<file path="config.mk">
export PLATFORM = sky130hd
export DESIGN_NAME = pe_feeder
export DESIGN_NICKNAME = d
export VERILOG_FILES = /design/src/rtl/pe_feeder_pkg.sv /design/src/rtl/pe_feeder_if.sv /design/src/rtl/pe_feed_chan.sv /design/src/rtl/pe_feeder.sv
export SDC_FILE = /design/constraint.sdc
export NUM_CORES = 1
export LEC_CHECK = 0
export BUFFER_PORTS_ARGS = -buffer_cell sky130_fd_sc_hd__buf_2
export CAP_MARGIN = 15
export CORE_UTILIZATION = 28
export CTS_CLUSTER_DIAMETER = 120
export DETAILED_ROUTE_END_ITERATION = 12
export GPL_TIMING_DRIVEN = 0
export REMOVE_ABC_BUFFERS = 1
export SYNTH_ARGS = -nofsm -noshare
export SYNTH_HDL_FRONTEND = slang
export SYNTH_SLANG_ARGS = --single-unit
</file>
<file path="constraint.sdc">
create_clock -name i_clk -period 10 [get_ports i_clk]
set_input_delay 0.5 -clock i_clk [delete_from_list [all_inputs] [get_ports i_clk]]
set_output_delay 0.5 -clock i_clk [all_outputs]
set_load 0.01 [all_outputs]
</file>
<file path="src/rtl/pe_feeder_pkg.sv">
// PE feeder shared types: default conf, feeder config and FSM states.
// Imported by the feeder top and its stream channels.
package PECfg;

  localparam int CFG_AW = 10;
  localparam int CW = 16;

  typedef struct packed {
    logic [7:0] dw;
    logic [7:0] aw;
  } conf_t;

  localparam conf_t Conf = '{dw: 8'd16, aw: 8'(CFG_AW)};

  typedef struct packed {
    logic [3:0]        pch;
    logic [3:0]        r;
    logic [3:0]        pm;
    logic [5:0]        tw;
    logic [3:0]        u;
    logic              pix_reuse;
    logic [CFG_AW-1:0] in_base;
    logic [CFG_AW-1:0] wt_base;
  } feed_cfg_t;

  typedef logic [1:0] state_t;

  localparam state_t ST_IDLE = 2'd0;
  localparam state_t ST_RUN  = 2'd1;
  localparam state_t ST_DONE = 2'd2;

endpackage

</file>
<file path="src/rtl/pe_feeder_if.sv">
// One feeder stream: buffer-memory read port plus rdy/ack PE handshake.
// master = feeder side, slave = memory/PE side.
interface pe_feeder_if #(
  parameter int DW = 16,
  parameter int AW = 10
);

  logic          mreq;
  logic [AW-1:0] maddr;
  logic [DW-1:0] mdat;
  logic          rdy;
  logic          ack;
  logic [DW-1:0] dat;

  modport master (
    output mreq, maddr, rdy, dat,
    input  mdat, ack
  );

  modport slave (
    input  mreq, maddr, rdy, dat,
    output mdat, ack
  );

endinterface

</file>
<file path="src/rtl/pe_feed_chan.sv">
// One stream: linear address counter, read-in-flight tracking and a
// 2-entry skid buffer with bypass of the word arriving from memory.
module pe_feed_chan
  import PECfg::*;
#(
  parameter int DW = 16,
  parameter int AW = 10
) (
  input  logic          clk,
  input  logic          rst,
  input  logic          go,
  input  logic          run,
  input  logic [CW-1:0] n,
  input  logic [AW-1:0] base,
  pe_feeder_if.master   s,
  output logic          fin
);

  logic [DW-1:0] skid_q [2];
  logic          wp, rp, infl;
  logic [1:0]    occ, lvl;
  logic [CW-1:0] req_cnt, tx_cnt;
  logic [AW-1:0] addr;
  logic          pop, pull, push, room;

  // lvl counts the read in flight so the buffer can never overflow
  assign lvl  = occ + {1'b0, infl};
  assign pop  = s.rdy && s.ack;
  assign pull = pop && (occ != 2'd0);
  assign push = infl && !(pop && occ == 2'd0);
  assign room = (lvl < 2'd2) || (pop && lvl == 2'd2);

  assign s.rdy   = (occ != 2'd0) || infl;
  assign s.dat   = (occ != 2'd0) ? skid_q[rp] :
                   (infl ? s.mdat : '0);
  assign s.mreq  = run && (req_cnt != n) && room;
  assign s.maddr = addr;
  assign fin     = (tx_cnt + CW'(pop)) == n;

  always_ff @(posedge clk) begin
    if (rst) begin
      wp      <= 1'b0;
      rp      <= 1'b0;
      infl    <= 1'b0;
      occ     <= 2'd0;
      req_cnt <= '0;
      tx_cnt  <= '0;
      addr    <= '0;
    end else if (go) begin
      wp      <= 1'b0;
      rp      <= 1'b0;
      infl    <= 1'b0;
      occ     <= 2'd0;
      req_cnt <= '0;
      tx_cnt  <= '0;
      addr    <= base;
    end else begin
      infl <= s.mreq;
      occ  <= occ + {1'b0, push} - {1'b0, pull};
      if (s.mreq) begin
        req_cnt <= req_cnt + CW'(1);
        addr    <= addr + AW'(1);
      end
      if (push) wp <= ~wp;
      if (pull) rp <= ~rp;
      if (pop) tx_cnt <= tx_cnt + CW'(1);
    end
  end

  always_ff @(posedge clk) begin
    if (push) skid_q[wp] <= s.mdat;
  end

endmodule

</file>
<file path="src/rtl/pe_feeder.sv">
// PE feeder top: latches config on start, sizes both streams and runs
// the IDLE/RUN/DONE sequencer over two independent channels.
module pe_feeder
  import PECfg::*;
#(
  parameter int DW = 16,
  parameter int AW = CFG_AW
) (
  input  logic          i_clk,
  input  logic          i_rst,
  input  logic          i_start,
  input  feed_cfg_t     i_cfg,
  output logic          o_busy,
  output logic          o_done,
  output logic          o_in_mreq,
  output logic [AW-1:0] o_in_maddr,
  input  logic [DW-1:0] i_in_mdat,
  output logic          o_wt_mreq,
  output logic [AW-1:0] o_wt_maddr,
  input  logic [DW-1:0] i_wt_mdat,
  output logic          Input_rdy,
  input  logic          Input_ack,
  output logic [DW-1:0] Input_dat,
  output logic          Weight_rdy,
  input  logic          Weight_ack,
  output logic [DW-1:0] Weight_dat
);

  state_t        state;
  logic [CW-1:0] roww_c, nin_c, nwt_c;
  logic [CW-1:0] nin_q, nwt_q;
  logic          go, run, fin_in, fin_wt;

  pe_feeder_if #(.DW(DW), .AW(AW)) in_s ();
  pe_feeder_if #(.DW(DW), .AW(AW)) wt_s ();

  // a zero Tw or R empties the row regardless of the reuse formula
  always_comb begin
    roww_c = '0;
    if (i_cfg.tw != '0 && i_cfg.r != '0) begin
      if (i_cfg.pix_reuse)
        roww_c = CW'(i_cfg.tw) * CW'(i_cfg.u)
               + CW'(i_cfg.r) - CW'(1);
      else
        roww_c = CW'(i_cfg.tw) * CW'(i_cfg.r);
    end
    nin_c = CW'(i_cfg.pch) * roww_c;
    nwt_c = CW'(i_cfg.pch) * CW'(i_cfg.r)
          * CW'(i_cfg.pm);
  end

  assign go     = i_start && (state == ST_IDLE);
  assign run    = (state == ST_RUN);
  assign o_busy = run;
  assign o_done = (state == ST_DONE);

  always_ff @(posedge i_clk) begin
    if (i_rst) begin
      state <= ST_IDLE;
      nin_q <= '0;
      nwt_q <= '0;
    end else begin
      case (state)
        ST_IDLE: if (i_start) begin
          nin_q <= nin_c;
          nwt_q <= nwt_c;
          state <= (nin_c == '0 && nwt_c == '0) ?
                   ST_DONE : ST_RUN;
        end
        ST_RUN:  if (fin_in && fin_wt) state <= ST_DONE;
        default: state <= ST_IDLE;
      endcase
    end
  end

  assign in_s.mdat  = i_in_mdat;
  assign in_s.ack   = Input_ack;
  assign o_in_mreq  = in_s.mreq;
  assign o_in_maddr = in_s.maddr;
  assign Input_rdy  = in_s.rdy;
  assign Input_dat  = in_s.dat;

  assign wt_s.mdat  = i_wt_mdat;
  assign wt_s.ack   = Weight_ack;
  assign o_wt_mreq  = wt_s.mreq;
  assign o_wt_maddr = wt_s.maddr;
  assign Weight_rdy = wt_s.rdy;
  assign Weight_dat = wt_s.dat;

  pe_feed_chan #(.DW(DW), .AW(AW)) u_in (
    .clk  (i_clk),
    .rst  (i_rst),
    .go   (go),
    .run  (run),
    .n    (nin_q),
    .base (AW'(i_cfg.in_base)),
    .s    (in_s),
    .fin  (fin_in)
  );

  pe_feed_chan #(.DW(DW), .AW(AW)) u_wt (
    .clk  (i_clk),
    .rst  (i_rst),
    .go   (go),
    .run  (run),
    .n    (nwt_q),
    .base (AW'(i_cfg.wt_base)),
    .s    (wt_s),
    .fin  (fin_wt)
  );

endmodule

</file>
# Word level (Yosys, flattened, before mapping)
# Memory sizes are Yosys's and may differ from the RTL's. A register that Yosys moved wholly into a read port is not among the register bits.
# Cells that the tools add are included.
[totals]
elab_cells = 116
ram_bits = 64
in_bits = 80
n_memories = 2
out_inout_bits = 58
register_bits = 124
[classes]
multipliers = 5
magnitude_cmp = 2
n_mux = 22
eq_ne = 10
reduce_logical = 38
n_bitwise = 4
n_addsub = 16
[memory_table]
columns = ["memory", "words", "word_bits", "rd", "rd_clocked_by_memory_dff", "wr", "line", "text"]
rows = [
  ["u_in.skid_q", 2, 16, 1, 1, 1, "pe_feed_chan.sv:19", "logic [DW-1:0] skid_q [2];"],
  ["u_wt.skid_q", 2, 16, 1, 1, 1, "pe_feed_chan.sv:19", ""],
]
[op_table]
columns = ["op", "count"]
rows = [
  ["16-bit 2-to-1 mux", 6],
  ["16-bit by 1-bit adder with 16-bit output (second input constant)", 4],
  ["10-bit 2-to-1 mux", 4],
  ["16-bit by 1-bit adder with 16-bit output", 2],
  ["16-bit zero test", 2],
  ["10-bit by 1-bit adder with 10-bit output (second input constant)", 2],
  ["6-bit by 4-bit multiplier with 10-bit output", 2],
  ["1-bit logical AND", 18],
  ["16-bit by 12-bit equality test with 1-bit output", 1],
  ["16-bit equality test", 1],
  ["4-bit by 16-bit multiplier with 16-bit output", 1],
  ["16-bit by 12-bit inequality test with 1-bit output", 1],
  ["16-bit inequality test", 1],
  ["8-bit by 4-bit multiplier with 12-bit output", 1],
  ["11-bit by 1-bit subtractor with 12-bit output (second input constant)", 1],
  ["10-bit by 4-bit adder with 11-bit output", 1],
  ["2-bit by 1-bit adder with 2-bit output", 4],
  ["4-bit by 4-bit multiplier with 8-bit output", 1],
  ["1-bit 2-to-1 mux", 8],
  ["2-bit nonzero test", 4],
  ["2-bit equality test (second input constant)", 3],
  ["2-bit zero test", 3],
  ["2-bit 2-to-1 mux", 3],
  ["6-bit nonzero test", 1],
  ["11 further kinds", 22],
]

# Logic depth before layout (Yosys ltp)
# Gate-level depths: netlist of run 1.
[logic_depth]
depth_word = 11
mapped_depth = 30
ltp_nobuf = 29

# Cells and area by module
# Synthesis of run 1 repeated with hierarchy kept, for this count alone.
[hier_totals]
cells_unflattened = 1640
hier_area_um2 = 14645.3
[modules_own_cells]
columns = ["module", "area_each_um2", "n_inst", "cells_per_inst", "seq_area_each_um2"]
rows = [
  ["pe_feed_chan", 4315.4, 2, 443, 1921.8],
  ["pe_feeder", 6014.5, 1, 754, 600.6],
]

# Least setup slack after synthesis of run 1
# No wires, ideal clock.
[synth_path]
path_type = "input to register"
from = "input port i_cfg[27] (netlist bit)"
to = "register state[0]"
required_ns = 9.905
stages = 28
path_buffers = 1
arrival_time_ns = 7.039
path_slack_ns = 2.866
setup_ns = 0.095
cell_sequence = "clkbuf_1 > and2_1 > fa_1 > inv_1 > fa_1 > fa_1 > inv_1 > ha_1 > a21o_1 > a21oi_1 > o21ai_0 > a21o_1 > a21oi_1 > xnor2_1 > o2bb2ai_1 > and2_1 > fa_1 > inv_1 > fa_1 > inv_1 > ha_1 > a21o_1 > a2111oi_1 > nor2_1 > nor4_1 > nor4_1 > and3_1 > a221oi_1"
[synth_between]
elab_chain_cells = 11
word_cells_on_any_way = 14
cone_classes = "add/sub (2); mul (3); mux (5); reduce/logical (4)"
[synth_lines]
columns = ["item", "line", "text"]
rows = [
  ["start, declared", "pe_feeder.sv:12", "input feed_cfg_t i_cfg,"],
  ["6-bit by 4-bit multiplier with 10-bit output", "pe_feeder.sv:42", "roww_c = CW'(i_cfg.tw) * CW'(i_cfg.u)"],
  ["10-bit by 4-bit adder with 11-bit output", "pe_feeder.sv:43", "+ CW'(i_cfg.r) - CW'(1);"],
  ["11-bit by 1-bit subtractor with 12-bit output", "pe_feeder.sv:43", ""],
  ["16-bit 2-to-1 mux", "pe_feeder.sv:41", "if (i_cfg.pix_reuse)"],
  ["16-bit 2-to-1 mux (*)", "pe_feeder.sv:40", "if (i_cfg.tw != '0 && i_cfg.r != '0) begin"],
  ["4-bit by 16-bit multiplier with 16-bit output (*)", "pe_feeder.sv:47", "nin_c = CW'(i_cfg.pch) * roww_c;"],
  ["16-bit zero test (*)", "pe_feeder.sv:67", "state <= (nin_c == '0 && nwt_c == '0) ?"],
  ["1-bit logical AND (*)", "pe_feeder.sv:67", ""],
  ["2-bit 2-to-1 mux (*)", "pe_feeder.sv:67", ""],
  ["2-bit 2-to-1 mux (*)", "pe_feeder.sv:64", "ST_IDLE: if (i_start) begin"],
  ["2-bit one-hot mux with 2 select lines (*)", "pe_feeder.sv:63", "case (state)"],
  ["end signal, assigned", "pe_feeder.sv:67", ""],
  ["end, declared", "pe_feeder.sv:29", "state_t state;"],
]
# Every way passes the cells marked *; elsewhere a longest branch is shown, timed or not. The select of a mux whose other input is x is not followed.
# A chain may end at the register's enable or synchronous reset.

# Worst setup path in the final report of run 1
# Ends and elaborated chain as after synthesis.

==> results of run 1 <==
## how the worst min path moves through the flow
stage                                        end                    startpoint  cells past startpoint  slack (ns)
finish               u_wt.skid_q[0][8]$_DFFE_PP_                  i_wt_mdat[8]                      1        0.26
global route         u_in.skid_q[0][5]$_DFFE_PP_                  i_in_mdat[5]                      1        0.24
CTS                  u_in.skid_q[0][5]$_DFFE_PP_                  i_in_mdat[5]                      1        0.25
global placement    u_in.s.maddr[9]$_SDFFE_PP0P_  u_in.s.maddr[9]$_SDFFE_PP0P_                      2        0.49
floorplan                  nin_q[0]$_SDFFE_PP0P_         nin_q[0]$_SDFFE_PP0P_                      2        0.46
detailed placement          u_wt.rp$_SDFFE_PP0P_          u_wt.rp$_SDFFE_PP0P_                      2        0.51
## layout make-up
cell class / instances / area (sq um) / share of cell area (%)
Timing Repair Buffer: 142 / 762 / 4.73
Sequential cell: 190 / 4440 / 27.6
Inverter: 107 / 402 / 2.50
Tap cell: 672 / 841 / 5.22
Clock inverter: 15 / 173 / 1.07
Multi-Input combinational cell: 1220 / 9050 / 56.2
Clock buffer: 17 / 425 / 2.64
## Yosys cell counts, types with 3 or more instances
library cell,count
o31a_1,3
mux2i_1,45
o211ai_1,3
nand3b_1,5
or3_1,16
nor2_1,145
dfxtp_1,126
a211oi_1,23
xnor2_1,100
nor4_1,25
xor2_1,71
buf_2,14
a22o_1,5
fa_1,63
o21ai_0,61
a21oi_1,59
nand2_1,129
o31ai_1,5
a31oi_1,6
edfxtp_1,64
and3_1,25
o21a_1,6
a221oi_1,4
buf_1,5
ha_1,98
a311oi_1,4
o21bai_1,3
and4_1,9
nor3_1,21
and2_1,91
inv_1,107
a21boi_0,3
clkbuf_2,3
or4_1,3
nand3_1,80
clkbuf_1,50
nand2b_1,12
nor2b_1,12
nand4_1,34
a21o_1,13
## stage by stage
stage                     cell area [sq um]  instances
after floorplan                       13900       1517
after global placement                15400       2326
after detailed placement              15500       2329
after CTS                             16100       2361
after global routing                  16100       2363
final                                 16100       2363
## layer usage
metal	GRT usage [%]	up-vias	wire length [um]
met5	0	-	23
met4	2.99	4	442
met1	16.5	5245	15300
li1	-	5640	-
met2	21.5	199	15000
met3	2.30	36	1470
## layout by cell type (no fill, tap or decap), drive strengths merged, types with 3 or more instances in the layout
| master | synthesis | layout |
|---|---|---|
| nor2 | 145 | 145 |
| buf | 21 | 142 |
| nand2 | 129 | 129 |
| dfxtp | 126 | 126 |
| inv | 107 | 118 |
| xnor2 | 101 | 101 |
| ha | 98 | 98 |
| and2 | 91 | 91 |
| nand3 | 82 | 82 |
| xor2 | 71 | 71 |
| edfxtp | 64 | 64 |
| fa | 63 | 63 |
| o21ai | 62 | 62 |
| a21oi | 59 | 59 |
| mux2i | 45 | 45 |
| nand4 | 35 | 35 |
| nor4 | 27 | 27 |
| and3 | 25 | 25 |
| a211oi | 23 | 23 |
| nor3 | 22 | 22 |
| clkbuf | 53 | 17 |
| or3 | 17 | 17 |
| a21o | 13 | 13 |
| nand2b | 12 | 12 |
| nor2b | 12 | 12 |
| and4 | 9 | 9 |
| o21a | 6 | 6 |
| a31oi | 6 | 6 |
| nand3b | 5 | 5 |
| a22o | 5 | 5 |
| o31ai | 5 | 5 |
| a221oi | 5 | 5 |
| a311oi | 4 | 4 |
| or2 | 4 | 4 |
| o31a | 3 | 3 |
| a21boi | 3 | 3 |
| o211ai | 3 | 3 |
| o21bai | 3 | 3 |
| or4 | 3 | 3 |
| clkinv | 0 | 3 |
## power groups by stage
| stage | clock [W] | sequential [W] | combinational, W |
|---|---|---|---|
| 2_1_floorplan | 0 | 0.000914 | 0.00112 |
| 3_3_place_gp | 0 | 0.000933 | 0.00145 |
| 3_5_place_dp | 0 | 0.000934 | 0.00147 |
| 4_1_cts | 0.000702 | 0.000916 | 0.00148 |
| 5_1_grt | 0.000730 | 0.000924 | 0.00170 |
| 6_report | 0.000684 | 0.000916 | 0.00147 |
## kinds of logic (layout without fill, tap and decap cells)
family          Yosys count  count (layout)
buf+inv                 181             281
xor+xnor                172             172
flops                   190             190
compound gates          218             218
mux                      45              45
simple gates            624             624
fa+ha+maj               161             161
## registers in the layout, indices dropped and copies added, names as in the netlist, named ones only
register	count
nin_q	16
nwt_q	12
state	2
u_in.infl	1
u_in.occ	2
u_in.req_cnt	16
u_in.rp	1
u_in.s.maddr	10
u_in.skid_q	32
u_in.tx_cnt	16
u_in.wp	1
u_wt.infl	1
u_wt.occ	2
u_wt.req_cnt	16
u_wt.rp	1
u_wt.s.maddr	10
u_wt.skid_q	32
u_wt.tx_cnt	16
u_wt.wp	1
==> impl_results.md, run 1 <==
- Hold Slack: 0.264 ns
- Core ar.: 50100 sq um
- Initial Utilization: 28.3%
- Sequential share of power: 29.8%
- Psw: 0.00126 W
- Final setup margin: 2.52 ns
- Final count of hold timing violations: 0
- Distinct cells, synth: 73
- Post-CTS sizing: 0
- Crit path max-delay family: adder cells
- Share of layout cells above drive strength 1: 11.6%
- CP Capture Type: flop
- Internal: 0.00181 W
- Die area: 51600 sq um
- PD cells: 191 nW/um^2
- Die Span Y: 227 um
- Data required, critical path: 10.33 ns
- Vias: 11124
- F_max: 134 MHz
- Crit path kind: in2reg
- Adder-cell share of the synthesized area: 17.5%
- Postcts setup bufs: 0
- Startpoint Class: input port
- Clock Skew: 0.00938 ns
- Synth top area cells: dfxtp_1, edfxtp_1, fa_1
- Slew HR: 30.3%
- Share of synthesized registers carrying an async set or reset: 0%
- Clock buffers created by TritonCTS: 17
- Leakage: 6.58 nW
- GRT Total Usage: 12.7%
- Initial antenna violation count: 2
- Placer Congestion: 0.845
- RSZ-0062 raised after global routing: no
- Clk pwr share: 22.2%
- First-pass GRT wire length: 53.5 mm
- Minimum clock period: 7.48 ns
- Worst skew pair latency: 0.44 ns
- Synth Area in XOR/XNOR: 10.7%
- WP buf/inv: 5
- Post-synth top area share: 17.8%
- Clk pin slew, worst setup/hold paths: 0.08 ns
- Worst Tran Pin Value: 1.05 ns
- Max rail drop VDD: 0.000119 V
- CTS Sinks: 190
- Synth Area in Compound Gates: 9.75%
- Dpl ws: 2.12 ns
- Synth Area in Simple Gates: 22.5%
- Post-Syn Area per Cell: 8.91 sq um
- Number of max-cap violations: 0
- CP Depth: 28
- Total Power: 0.00307 W
- Critical R2R Capture: state[0]$_SDFFE_PP0P_
- Fill count: 5254
- P&R area growth vs syn: 13.5%
- Ant. Diodes: 0
- Fin Setup TNS: 0 ns
- Combinational Power Share: 47.9%
- Final ANT Viol Nets: 0
- Cell mode on critical path: fa_1
- Routed wire length: 32.3 mm
- Final setup vio count: 0
- Vias/cell: 4.71
- Total grt overflow: 0
- #FFs+latches synth: 190
- Netlist Area Pre-Place: 14200 sq um
- Fin crit share: 74.8%
- Reg2reg setup slack: 6.32 ns
- Largest net degree at the start of global routing: 75
- Drt initial violations: 517
- Vias in the first global route: 10876
- Ports: 138
- H-tree Lvls: 4
- Hold WC Path Type: in2reg
- Critical-path top delay cell: a2111oi_1
- Hpwl dp: 24.7 mm
- 1st-pass router iterations: 5
- Mux contribution to synthesized area: 3.18%
- Routed length per instance: 13.7 um
- Sw Share: 41.0%
- CTS tree: done
- Max incr delay on CP: 0.64 ns
- Crit-path max FO: 9
- Cell accounting for the most synthesized area: dfxtp_1
- Port bufs: 137
- Max-slew violations: 0
- Post-synth EDFFs: 64
- Seq/Total Area, Yosys: 31.3%
- Largest family of logic cells by synthesized area: simple AND/OR/NAND/NOR gates
- CTS Root Cell: clkbuf_16
- Max Root-Sink Buffers: 2
- Status: complete, no violations
- Hold_buf cts: 0
- Finished Core Util: 32.1%
- Layout Nets: 1919
- Die width: 227 um
- Top FF cell, synth: dfxtp_1
- Worst setup path end: state[0]$_SDFFE_PP0P_
- FP Rows: 82
- CP Data Arrival Time: 7.81 ns
- # DRC: 0
- Worst reg-to-reg path cell count: 11
- R2R Path Start: u_in.infl$_SDFF_PP0_
- CP startpoint: i_cfg[27]
- Warnings, synthesis: 0
- Post-Syn Instances: 1591
Power figures use the tool's default switching activity.
==> inputs of run 2 (changes only) <==
Clock period 10 ns to 6.8 ns, I/O delays scaled along.
==> run 2 against run 1 <==
Utilization is 0.36 points higher. Routed wire length is 0.62% higher. Critical path depth stayed put. Total power is 53% higher. Clock power is 46% higher. Critical path type unchanged.
==> impl_results.md, run 2 (synthesis results as in run 1) <==
- Status: complete, no violations
- Number of max-cap violations: 0
- Core ar.: 50100 sq um
- P&R area growth vs syn: 14.8%
- Post-Layout Cell Count: 2367
- Final ANT Viol Nets: 0
- Final count of hold timing violations: 0
- Worst reg-to-reg path cell count: 11
- Ant. Diodes: 0
- FP Rows: 82
- Minimum clock period: 6.50 ns
- Critical R2R Capture: state[0]$_SDFFE_PP0P_
- Routed length per instance: 13.7 um
- Initial Utilization: 28.3%
- Clock Skew: 0.00924 ns
- Leading registers by flop count: u_in.skid_q x32, u_wt.skid_q x32
- First-pass GRT wire length: 53.5 mm
- Ports: 138
- CTS Root Cell: clkbuf_16
- Die area: 51600 sq um
- Reg2reg setup slack: 3.10 ns
- Vias: 11152
- Worst skew pair latency: 0.44 ns
- H-tree Lvls: 4
- Vias/cell: 4.71
- Total Power: 0.00469 W
- Hold Crit Start: i_wt_mdat[8]
- Final setup margin: 0.303 ns
- Leakage: 6.62 nW
- Share of layout cells above drive strength 1: 12.9%
- GRT Total Usage: 12.7%
- Fin Setup TNS: 0 ns
- Vias in the first global route: 10906
- Max Root-Sink Buffers: 2
- Placer Congestion: 0.845
- Slew HR: 30.6%
- RSZ-0062 raised after global routing: yes
- 1st-pass router iterations: 5
- Total grt overflow: 0
- Max rail drop VDD: 0.000175 V
- CTS tree: done
- Port bufs: 137
- Data required, critical path: 7.13 ns
- Hpwl dp: 24.7 mm
- CTS Sinks: 190
- Hold depth: 1
- Fin crit share: 95.5%
- PD cells: 288 nW/um^2
- Commonest non-fill, non-tap cell in the layout: nor2_1
- WHS Endpoint: u_wt.skid_q[0][8]$_DFFE_PP_
- # DRC: 0
- Worst Tran Pin Value: 1.04 ns
- Crit-path max FO: 9
- Layout Nets: 1923
- Finished Core Util: 32.5%
- F_max: 154 MHz
- R2R Path Start: u_in.infl$_SDFF_PP0_
- Startpoint Class: input port
- Max-slew violations: 0
- Hold_buf cts: 0
- Cell count after placement: 2329
- Hold WC Path Type: in2reg
- Final setup vio count: 0
- Clock buffers created by TritonCTS: 17
- Initial antenna violation count: 2
- Clk pin slew, worst setup/hold paths: 0.08 ns
- CP Data Arrival Time: 6.82 ns
- Die Span Y: 227 um
- Dpl ws: -0.915 ns
- CP Capture Type: flop
- Drt initial violations: 584
- Routed wire length: 32.5 mm
- Most frequent cells in the layout: nor2_1, buf_2, nand2_1
- Largest net degree at the start of global routing: 75
- Crit path kind: in2reg
- Die width: 227 um
[run 2: changes by cell type in the layout (fill, tap and decap cells not counted), sizes merged]
cell / before / now
buf: 142 / 146
[run 2: how the worst max path moves through the flow]
| stage | from | to | slack (ns) | cells past startpoint |
|---|---|---|---|---|
| after global placement | i_cfg[27] | state[0]$_SDFFE_PP0P_ | -0.81 | 28 |
| final | i_cfg[27] | state[0]$_SDFFE_PP0P_ | 0.30 | 28 |
| after CTS | i_cfg[27] | state[0]$_SDFFE_PP0P_ | 0.04 | 28 |
| after global routing | i_cfg[27] | state[0]$_SDFFE_PP0P_ | 0.01 | 28 |
| after detailed placement | i_cfg[27] | state[0]$_SDFFE_PP0P_ | -0.92 | 28 |
| after floorplan | i_cfg[27] | state[0]$_SDFFE_PP0P_ | 0.008 | 27 |
[run 2: routing by layer]
metal	wire [um]	track usage [%]	vias up
met1	15300	16.5	5264
met5	23	0	-
met2	15100	21.5	201
met4	439	3.07	4
met3	1540	2.31	34
li1	-	-	5649
[run 2: critical path, cell delays in order]
cell and delay (ns):
buf_2 0.17, and2_1 0.19, fa_1 0.50, inv_1 0.05, fa_1 0.46, fa_1 0.57, inv_1 0.06, ha_1 0.29
a21o_1 0.21, a21oi_4 0.18, o21ai_2 0.10, a21o_1 0.20, a21oi_2 0.14, xnor2_1 0.16, o2bb2ai_2 0.12, and2_1 0.18
fa_1 0.48, inv_1 0.05, fa_1 0.52, inv_1 0.06, ha_4 0.26, a21o_1 0.22, a2111oi_4 0.44, nor2_2 0.11
nor4_4 0.26, nor4_1 0.07, and3_1 0.16, a221oi_1 0.28
[run 2: what timing repair did]
item                       4_1_cts  5_1_grt
setup endpoints to repair        4        4
resized for setup                5       28
setup buffers                    2        2
pin swaps                        2        9
[run 2: where the power goes]
part           total, W  leakage, nW  switching, W  internal, W
Combinational   0.00234         4.73       0.00133      0.00101
Clock           0.00100        0.291      0.000503     0.000502
Sequential      0.00135         1.60      0.000103      0.00125
[run 2: per-stage QoR]
step           hold WS (ns)  cell area (sq um)
6_report              0.105              16300
5_1_grt              0.0815              16300
4_1_cts              0.0857              16100
3_5_place_dp          0.506              15500
3_3_place_gp          0.494              15400
2_1_floorplan         0.409              13900
[run 2: cell type report]
type | instances | area (sq um)
fill | 5235 | 33800
multi-input combinational | 1220 | 9200
sequential | 190 | 4440
tap | 672 | 841
timing repair buffer | 146 | 792
clock buffer | 17 | 425
inverter | 107 | 402
clock inverter | 15 | 173
==> inputs of run 3 (changes only) <==
Settings changed: CORE_MARGIN set to 3, SETUP_SLACK_MARGIN set to 0.4, SYNTH_HIERARCHICAL set to 1.
==> run 3 against run 2 <==
Combinational power grew 6%. Final cell count grew 3.5%. Global-route usage shrank 0.22 points. Register-to-register slack lost 0.24 ns. Highest routed layer unchanged. Critical path type unchanged.
==> impl_results.md, run 3 <==
- Status: complete, no violations
- Largest net degree at the start of global routing: 56
- Die width: 235 um
- Warnings, synthesis: 6
- Leading registers by flop count: u_in/skid_q x32, u_wt/skid_q x32
- Cell count after placement: 2400
- Distinct cells, synth: 77
- Most frequent cells in the layout: nand2_1, buf_2, nor2_1
- Post-Syn Area per Cell: 8.93 sq um
- Routed wire length: 34.6 mm
- F_max: 156 MHz
- Fin crit share: 94.3%
- Max Root-Sink Buffers: 2
- Data required, critical path: 7.11 ns
- Routed length per instance: 14.1 um
- Clock buffers created by TritonCTS: 17
- Share of synthesized registers carrying an async set or reset: 0%
- Post-Syn Instances: 1640
- FP Rows: 83
- Die area: 55100 sq um
- Hold WC Path Type: in2reg
- Vias: 11689
- Drt initial violations: 591
- Clock Skew: 0.00957 ns
- Hpwl dp: 26.2 mm
- 1st-pass router iterations: 7
- WHS Endpoint: u_in/skid_q[0][14]$_DFFE_PP_
- First-pass GRT wire length: 58.6 mm
- Seq. cell area: 4440 sq um
- Layout Nets: 1995
- Startpoint Class: input port
- Fill count: 5359
- Fin Setup TNS: 0 ns
- CTS Sinks: 190
- Clk pin slew, worst setup/hold paths: 0.07 ns
- Hold depth: 1
- # DRC: 0
- Worst skew pair latency: 0.43 ns
- P&R area growth vs syn: 16.6%
- Max rail drop VDD: 0.000180 V
- Minimum clock period: 6.41 ns
- Initial Utilization: 28.4%
- Max-slew violations: 0
- GRT Total Usage: 12.4%
- Die Span Y: 235 um
- DP Area: 16000 sq um
- Post-route cell area: 17100 sq um
- Final count of hold timing violations: 0
- H-tree Lvls: 4
- Top FF cell, synth: dfxtp_1
- Finished Core Util: 33.1%
- Synth Area in Simple Gates: 21.9%
- #FFs+latches synth: 190
- Share of layout cells above drive strength 1: 17.0%
- Final setup vio count: 0
- Total Power: 0.00487 W
- Largest family of logic cells by synthesized area: simple AND/OR/NAND/NOR gates
- Total grt overflow: 0
- Reg2reg setup slack: 2.86 ns
- Adder-cell share of the synthesized area: 17.0%
- Synth top area cells: dfxtp_1, edfxtp_1, fa_1
- Post-Layout Cell Count: 2449
- Netlist Area Pre-Place: 14600 sq um
- Number of max-cap violations: 0
- CTS Root Cell: clkbuf_16
- CP Capture Type: flop
- Core ar.: 51500 sq um
- Hold_buf cts: 0
- Most instantiated cells after synthesis: nand2_1, nor2_1, xnor2_1, inv_1, dfxtp_1
- Crit path kind: in2reg
- PD cells: 285 nW/um^2
- Leakage: 7.00 nW
- Vias/cell: 4.77
- Slew HR: 25.8%
- CP Data Arrival Time: 6.72 ns
- Worst reg-to-reg path cell count: 12
- Critical R2R Capture: state[0]$_SDFFE_PP0P_
- Synth Area in XOR/XNOR: 11.2%
- Post-synth top area share: 17.2%
- Cell accounting for the most synthesized area: dfxtp_1
- Synth Area in Compound Gates: 10.7%
- R2R Path Start: u_wt/infl$_SDFF_PP0_
- Final ANT Viol Nets: 0
- Post-synth EDFFs: 64
- Commonest non-fill, non-tap cell in the layout: nand2_1
- Crit-path max FO: 6
- Port bufs: 137
- Placer Congestion: 0.876
- Initial antenna violation count: 4
- Multi-input logic area: 9670 sq um
- CTS tree: done
- Worst Tran Pin Value: 1.11 ns
- RSZ-0062 raised after global routing: yes
- Most common cell in the synthesized netlist: nand2_1
- Vias in the first global route: 11805
- Seq/Total Area, Yosys: 30.3%
- Hold Crit Start: i_in_mdat[14]
- Ports: 138
- Mux contribution to synthesized area: 3.17%
-- run 3: cell types whose count changed in the layout (fill, tap and decap cells not counted), moves of 15 or more --
cell,delta
and2_1,-29
xnor2_1,+28
a21oi_1,+25
nand2_1,+18
inv_1,+17
o21a_1,+16
xor2_1,-15
-- run 3: timing repair --
| action | 4_1_cts | 5_1_grt |
|---|---|---|
| endpoints found under the setup margin | 5 | 4 |
| pin swaps | 31 | 18 |
| gates resized for setup | 47 | 28 |
| buffers inserted | 8 | 7 |
-- run 3: how the worst max path moves through the flow --
stage / slack, ns / from / cells past startpoint / endpoint
2_1_floorplan: -0.09 / i_cfg[22] / 27 / state[0]$_SDFFE_PP0P_
3_3_place_gp: -0.85 / i_cfg[38] / 26 / state[0]$_SDFFE_PP0P_
3_5_place_dp: -0.91 / i_cfg[38] / 26 / state[0]$_SDFFE_PP0P_
4_1_cts: 0.40 / i_cfg[22] / 28 / state[0]$_SDFFE_PP0P_
5_1_grt: 0.13 / i_cfg[21] / 29 / state[0]$_SDFFE_PP0P_
6_report: 0.39 / i_cfg[21] / 27 / state[0]$_SDFFE_PP0P_
-- run 3: report_power, final --
part / internal [W] / switching, W
Combinational: 0.00109 / 0.00141
Clock: 0.000620 / 0.000438
Sequential: 0.00123 / 0.0000868
-- run 3: stage by stage --
step	hold WS [ns]	setup WS (ns)
2_1_floorplan	0.406	-0.0879
3_5_place_dp	0.498	-0.906
4_1_cts	0.102	0.401
5_1_grt	0.103	0.134
3_3_place_gp	0.497	-0.846
6_report	0.120	0.387
-- run 3: cells by family (layout without fill, tap and decap cells) --
| kind of cell | after synthesis | in the layout |
|---|---|---|
| fa+ha+maj | 161 | 161 |
| simple gates | 602 | 602 |
| compound gates | 248 | 248 |
| flops | 190 | 190 |
| buf+inv | 204 | 324 |
| mux | 46 | 46 |
| xor+xnor | 188 | 188 |
| other cells | 1 | 10 |
-- run 3: cell type report --
class / instances / share of cell area (%)
clock inverter: 13 / 1.04
sequential: 190 / 26.0
tap: 680 / 4.98
antenna: 2 / 0.0293
timing repair buffer: 160 / 5.72
inverter: 132 / 2.90
clock buffer: 19 / 2.65
multi-input combinational: 1253 / 56.6
-- run 3: metal layers --
| metal | part of all wire [%] | global-route usage [%] | wire (um) | up-vias |
|---|---|---|---|---|
| met5 | 0.023 | 0 | 8 | - |
| met4 | 1.6 | 2.95 | 542 | 2 |
| met3 | 4.5 | 2.03 | 1560 | 37 |
| met2 | 46 | 21.0 | 15800 | 272 |
| met1 | 48 | 16.7 | 16700 | 5536 |
| li1 | - | - | - | 5842 |
-- run 3: worst max-delay path, stage by stage --
cell	delay, ns
buf_8	0.11
and2_4	0.15
fa_1	0.45
ha_1	0.30
inv_2	0.04
fa_1	0.49
inv_2	0.05
ha_4	0.16
fa_2	0.37
a21o_1	0.18
a21oi_2	0.18
o21bai_2	0.11
a21oi_2	0.17
o21bai_1	0.10
a21oi_2	0.21
buf_4	0.16
mux2i_2	0.07
fa_1	0.55
inv_2	0.04
fa_1	0.54
ha_4	0.32
and3_4	0.21
o211ai_1	0.10
o31ai_2	0.28
xor2_1	0.15
or4_4	0.57
o41a_1	0.32
